**config.mk**
```make
export PLATFORM = sky130hd
export DESIGN_NAME = serial_out_feeder
export DESIGN_NICKNAME = d
export VERILOG_FILES = /design/src/rtl/serial_out_feeder.sv
export SDC_FILE = /design/constraint.sdc
export NUM_CORES = 1
export LEC_CHECK = 0
export BUFFER_PORTS_ARGS = -buffer_cell sky130_fd_sc_hd__buf_2
export CAP_MARGIN = 25
export CORE_ASPECT_RATIO = 1.4
export CORE_MARGIN = 3
export CORE_UTILIZATION = 45
export DETAILED_ROUTE_END_ITERATION = 8
export MAX_ROUTING_LAYER = met4
export PLACE_DENSITY = 0.66
export SYNTH_ARGS = -nofsm -noshare
export SYNTH_HDL_FRONTEND = slang
export SYNTH_SLANG_ARGS = --single-unit
export TNS_END_PERCENT = 30
```
**constraint.sdc**
```tcl
create_clock -name clk_in -period 5.16 [get_ports clk_in]
set_input_delay 0.516 -clock clk_in [delete_from_list [all_inputs] [get_ports clk_in]]
set_output_delay 0.516 -clock clk_in [all_outputs]
set_load 0.005 [all_outputs]
```
**src/rtl/serial_out_feeder.sv**
```systemverilog
// serial_out_feeder: byte FIFO that paces parallel loads into a downstream shift register.
module serial_out_feeder #(
  parameter int DEPTH = 4,
  parameter int SHIFT_CYCLES = 8
) (
  input  logic                     clk_in,
  input  logic                     rst_in,
  input  logic [7:0]               data_in,
  input  logic                     valid_in,
  output logic                     ready_out,
  output logic [7:0]               vect_out,
  output logic                     start_out,
  output logic                     busy_out,
  output logic [$clog2(DEPTH):0]   count_out
);
  localparam int AW = $clog2(DEPTH);
  localparam int CW = $clog2(SHIFT_CYCLES);
  localparam logic [AW:0] FULL = DEPTH[AW:0];
  localparam logic [CW-1:0] WLAST = CW'(SHIFT_CYCLES - 2);
  typedef enum logic [1:0] {IDLE, SEND, WAIT} state_t;
  state_t state;
  logic [7:0] mem [DEPTH];
  logic [AW-1:0] wp, rp;
  logic [CW-1:0] wcnt;
  logic push, load;
  assign ready_out = count_out < FULL;
  assign push = valid_in && ready_out;
  // occupancy is sampled from the register, so a byte landing in the last WAIT cycle waits for IDLE
  assign load = count_out != '0 && (state == IDLE || (state == WAIT && wcnt == WLAST));
  assign busy_out = state != IDLE || count_out != '0;
  always_ff @(posedge clk_in)
    if (!rst_in && push) mem[wp] <= data_in;
  always_ff @(posedge clk_in) begin
    if (rst_in) begin
      state <= IDLE;
      wp <= '0;
      rp <= '0;
      wcnt <= '0;
      count_out <= '0;
      vect_out <= '0;
      start_out <= 1'b0;
    end else begin
      if (push) wp <= wp + 1'b1;
      if (load) begin
        vect_out <= mem[rp];
        rp <= rp + 1'b1;
      end
      count_out <= count_out + (AW+1)'(push) - (AW+1)'(load);
      start_out <= load;
      wcnt <= state == WAIT ? wcnt + 1'b1 : '0;
      state <= load ? SEND :
               state == SEND ? WAIT :
               (state == WAIT && wcnt == WLAST) ? IDLE : state;
    end
  end
endmodule

```
# After elaboration in Yosys (flattened, before gate mapping)
# Memories as Yosys holds them, arrays and structs flattened. A register that Yosys moved wholly into a read port is not among the register bits.
# Index checks and enable logic that the tools add are counted.
dict set report totals {
  regBits 13
  mem_bits_rw 32
  input_bits 11
  out_inout_bits 14
  mem_count 1
}
# memory words width rd rd_clocked_by_memory_dff wr line_no
set mem_list {}
lappend mem_list {mem 4 8 1 1 1 22} ;# logic [7:0] mem [DEPTH];
dict set report op_classes {
  addsub 5
  order_cmp 1
  n_eq_ne 3
  n_mux 5
  bitwise 1
  reduce_logical 14
}
# op n
set op_table {}
lappend op_table {{$reduce_bool A3 Y1} 2}
lappend op_table {{$add A2 B1 Y2 const B} 2}
lappend op_table {{$logic_and A1 B1 Y1} 4}
lappend op_table {{$mux W2} 2}
lappend op_table {{$reduce_bool A2 Y1} 2}
lappend op_table {{$reduce_or A2 Y1} 2}
lappend op_table {{$add A3 B1 Y3} 1}
lappend op_table {{$add A3 B1 Y3 const B} 1}
lappend op_table {{$eq A3 B3 Y1 const B} 1}
lappend op_table {{$lt A3 B3 Y1 const B} 1}
lappend op_table {{$mux W1} 3}
lappend op_table {{$sub A3 B1 Y3} 1}
lappend op_table {{$eq A2 B1 Y1 const B} 1}
lappend op_table {{$eq A2 B2 Y1 const B} 1}
lappend op_table {{$logic_not A2 Y1} 1}
lappend op_table {{$logic_or A1 B1 Y1} 2}
lappend op_table {{$logic_not A1 Y1} 1}
lappend op_table {{$not A1 Y1} 1}

# Depth between registers and ports, before layout
dict set report depth {
  ltp_word 5
  ltp_mapped 13
  ltp_nobuf 13
}

# Worst setup path before layout
# No wires, ideal clock.
dict set report synth_timing {
  kind {input-to-reg}
  from {input port valid_in}
  to {register count_out[2]}
  arrival_time_ps 2095
  t_required_ps 5032
  slack_ps 2938
  cell_stages 11
  cell_sequence {and2b_2 -> clkbuf_1 -> inv_1 -> ha_1 -> inv_1 -> ha_1 -> inv_1 -> fa_1 -> xnor2_1 -> xnor2_1 -> nor2_1}
}
dict set report synth_between {
  elab_chain_cells 3
}
# item line_no
set synth_lines {}
lappend synth_lines {{from (decl)} 9} ;# input logic valid_in,
lappend synth_lines {{$logic_and A1 B1 Y1} 27} ;# assign push = valid_in && ready_out;
lappend synth_lines {{$add A3 B1 Y3} 48} ;# count_out <= count_out + (AW+1)'(push) - (AW+1)'(load);
lappend synth_lines {{$sub A3 B1 Y3} 48}
lappend synth_lines {{to (signal assigned)} 48}
lappend synth_lines {{to (decl)} 14} ;# output logic [$clog2(DEPTH):0] count_out
# No other way between the ends.
# A chain may end at the register's enable or synchronous reset.

# Final worst setup path
dict set report layout_timing {
  from {register wcnt[0]}
  to {register count_out[2]}
}
dict set report layout_between {
  elab_chain_cells 5
}
# item line_no
set layout_lines {}
lappend layout_lines {{from (decl)} 24} ;# logic [CW-1:0] wcnt;
lappend layout_lines {{from (signal assigned)} 50} ;# wcnt <= state == WAIT ? wcnt + 1'b1 : '0;
lappend layout_lines {{$eq A3 B3 Y1} 29} ;# assign load = count_out != '0 && (state == IDLE || (state == WAIT && wcnt == WLAST));
lappend layout_lines {{$logic_and A1 B1 Y1} 29}
lappend layout_lines {{$logic_or A1 B1 Y1} 29}
lappend layout_lines {{$logic_and A1 B1 Y1} 29}
lappend layout_lines {{net load} 25} ;# logic push, load;
lappend layout_lines {{$sub A3 B1 Y3} 48}
# The timed path passes the listed nets, and every way through them passes these cells.

==> metrics <==
first-pass detailed-route iteration total 4; Area after DPL approximately 2300 um2; Post-Syn Area around 2200 um2; worst setup path end count_out[2]; maximum clock rate ~0.41 GHz; die width approximately 65 um; pin count of the biggest net entering global routing 22; Async SR Flop Fraction 0; core area 4608 um2; Clk Latency, worst-skew pair around 0.30 ns; WP data arrival about 2.6 ns; top_reg_cell synth edfxtp_1; RSZ-0062 raised after global routing false; Clock transition at path regs around 0.09 ns; IO Pins 25; Seq cells post-synth 53; post-CTS sizing 0; fin worst setup slack 2.719 ns; EDFF count, synth 32; root buffer cell clkbuf_8; DR top layer met4; Pins Over Slew Limit 0; cell area after layout 2410 um2; clock sink total 53; fin nets around 190; Final period util 0.4731; WL met3 150 um; CP endpoint kind flop; Syn. warnings 0; R2R depth 13; Filler cells approximately 410; area grow syn2layout 10.82%; Cell Pwr Density ~500 nW/um2; critical path peak fanout 11; leakage roughly 0.91 nW; cells along the critical path inv_1 -> ha_1 -> a21bo_2 -> nand3_2 -> inv_2 -> ha_1 -> inv_1 -> ha_1 -> inv_1 -> fa_1 -> xnor2_1 -> xnor2_1 -> nor2_1; worst slack, placed between 2 and 3 ns; Layout Cells excl Fill 234; Final HPWL DP between 2000 and 3000 um; r2r startpoint wcnt[0]; final critical-path required period between 2 and 2.5 ns; first-pass GRT wire length around 5800 um; Final ANT Viol Nets 0; most numerous cell in the Yosys netlist edfxtp_1; DRC viols 0; Yosys top cell area share 0.4419; FF-to-FF End count_out[2]; ranking of synthesized cells by area edfxtp_1 (44%), dfxtp_1 (19%), mux4_2 (7.2%); crit path kind reg -> reg; final hold vios 0; R2R Setup Slk 2.72 ns; Crit-path slowest cell dfxtp_1; Slew headroom 0.5447; First DRT Iteration DRCs 66; total routed wire length on the met1 layer ~1400 um; CTS max path bufs 2; Netlist cell types 34; Peak VDD IR around 0.00025 V; All-Layer GR Usage 0.1387; Setup TNS 0 ns; Worst path max stage delay ~0.38 ns; antenna violations before repair 0; syn nets 169; CP required 5.35 ns; fraction of layout cells with a size suffix above 1 0.2733; setup bufs post-CTS 0; Die Area between 5000 and 6000 um2; worst hold path type in -> reg; Inserted Clock Buffers 5; status completed; via count between 1,000 and 1,500; Post-Synthesis Cells about 150; Startpoint Class flop; H-tree depth 2; Post-CTS Hold Fix Bufs 0; total gr overflow 0; Max Cap Viol 0; DR WL met2 approximately 1800 um; mean post-synth cell area 14.59 um2; final clock skew between 0.006 and 0.007 ns; total routed wirelength 3426 um; cell total after placement about 230; port bufs 24; CTS tree yes; initial core utilization 0.4719; Die Span Y a little under 90 um; Setup violations, final 0; row cnt 29; number of global-route vias before repair about 1,200; DR WL/cell roughly 15 um; Worst-Margin Slew 0.6821 ns; Vias/cell about 5.2; Synth area leader edfxtp_1; register area share after synthesis 0.6352; Critical Path Start wcnt[0]; most instantiated cells after synthesis edfxtp_1 (32), dfxtp_1 (21), a21oi_1 (10), nor2_1 (10), inv_1 (9); final RePlAce weighted congestion 0.7743; diode count 0
## per-layer routing
metal	track usage	vias to the layer above
li1	-	594
met4	0.04038	0
met5	-	-
met2	0.2439	27
met3	0.03812	5
met1	0.1534	587
## metrics by stage
stage	utilization	power (mW)	hold WS [ns]
detailed placement	0.5034	0.9750	0.4575
CTS	0.5229	1.203	0.4167
global placement	0.5034	0.9604	0.4300
global route	0.5229	1.274	0.4021
finish	0.5229	1.187	0.4236
floorplan	-	0.8849	0.4173
## critical path, delay by kind of cell (launching register included)
kind	cells	cell delay, ns
fa+ha+maj	4	0.96
flops	1	0.38
xor+xnor	2	0.30
compound gates	1	0.28
buf+inv	4	0.21
simple gates	2	0.17
## layout make-up
cell class / instances / area, um2 / share of cell area
Clock inverter: 3 / 21.27 / 0.008827
Inverter: 10 / 37.54 / 0.01558
Clock buffer: 5 / 68.82 / 0.02856
Multi-Input combinational cell: 77 / 703.2 / 0.2918
Timing Repair Buffer: 24 / 120.1 / 0.04984
Sequential cell: 53 / 1381 / 0.5732
Tap cell: 62 / 77.57 / 0.03219
## power breakdown
part | internal [mW] | leakage, nW | switching, mW
Sequential | 0.519 | 0.463 | 0.0752
Clock | 0.0964 | 0.0445 | 0.133
Combinational | 0.187 | 0.403 | 0.177
## cell families (layout without fill, tap and decap cells)
family / count (synthesis) / in the layout / synth area share
fa+ha+maj: 9 / 9 / 0.05524
flops: 53 / 53 / 0.6352
buf+inv: 19 / 42 / 0.04142
compound gates: 22 / 22 / 0.07020
mux: 10 / 10 / 0.09609
simple gates: 32 / 32 / 0.08573
xor+xnor: 4 / 4 / 0.01611
## state kept, by name, indices dropped and copies added (netlist names)
name and count:
count_out 3, mem 32, rp 2, vect_out 8, start_out 1, wcnt 3, wp 2, state 2
## how the worst min path moves through the flow
stage                     depth (start not counted)  startpoint   endpoint
after detailed placement                          1     wcnt[0]    wcnt[0]
after CTS                                         1  data_in[5]  mem[1][5]
after floorplan                                   1     wcnt[0]    wcnt[0]
after global placement                            1     wcnt[0]    wcnt[0]
after global routing                              1  data_in[5]  mem[2][5]
final                                             1  data_in[4]  mem[0][4]
## cells in the final DEF (no fill, tap or decap), types with 2 or more instances in the layout
| master | Yosys | layout |
|---|---|---|
| ha_1 | 8 | 8 |
| buf_2 | 2 | 24 |
| o31ai_1 | 8 | 8 |
| nor2b_1 | 2 | 2 |
| xnor2_1 | 4 | 4 |
| dfxtp_1 | 21 | 21 |
| mux4_2 | 7 | 7 |
| nand4_1 | 8 | 8 |
| and3_1 | 4 | 4 |
| a21oi_1 | 10 | 10 |
| edfxtp_1 | 32 | 32 |
| inv_1 | 9 | 9 |
| clkbuf_8 | 0 | 5 |
| nor2_1 | 10 | 10 |
Note: power is estimated with default switching activity, not from simulation.
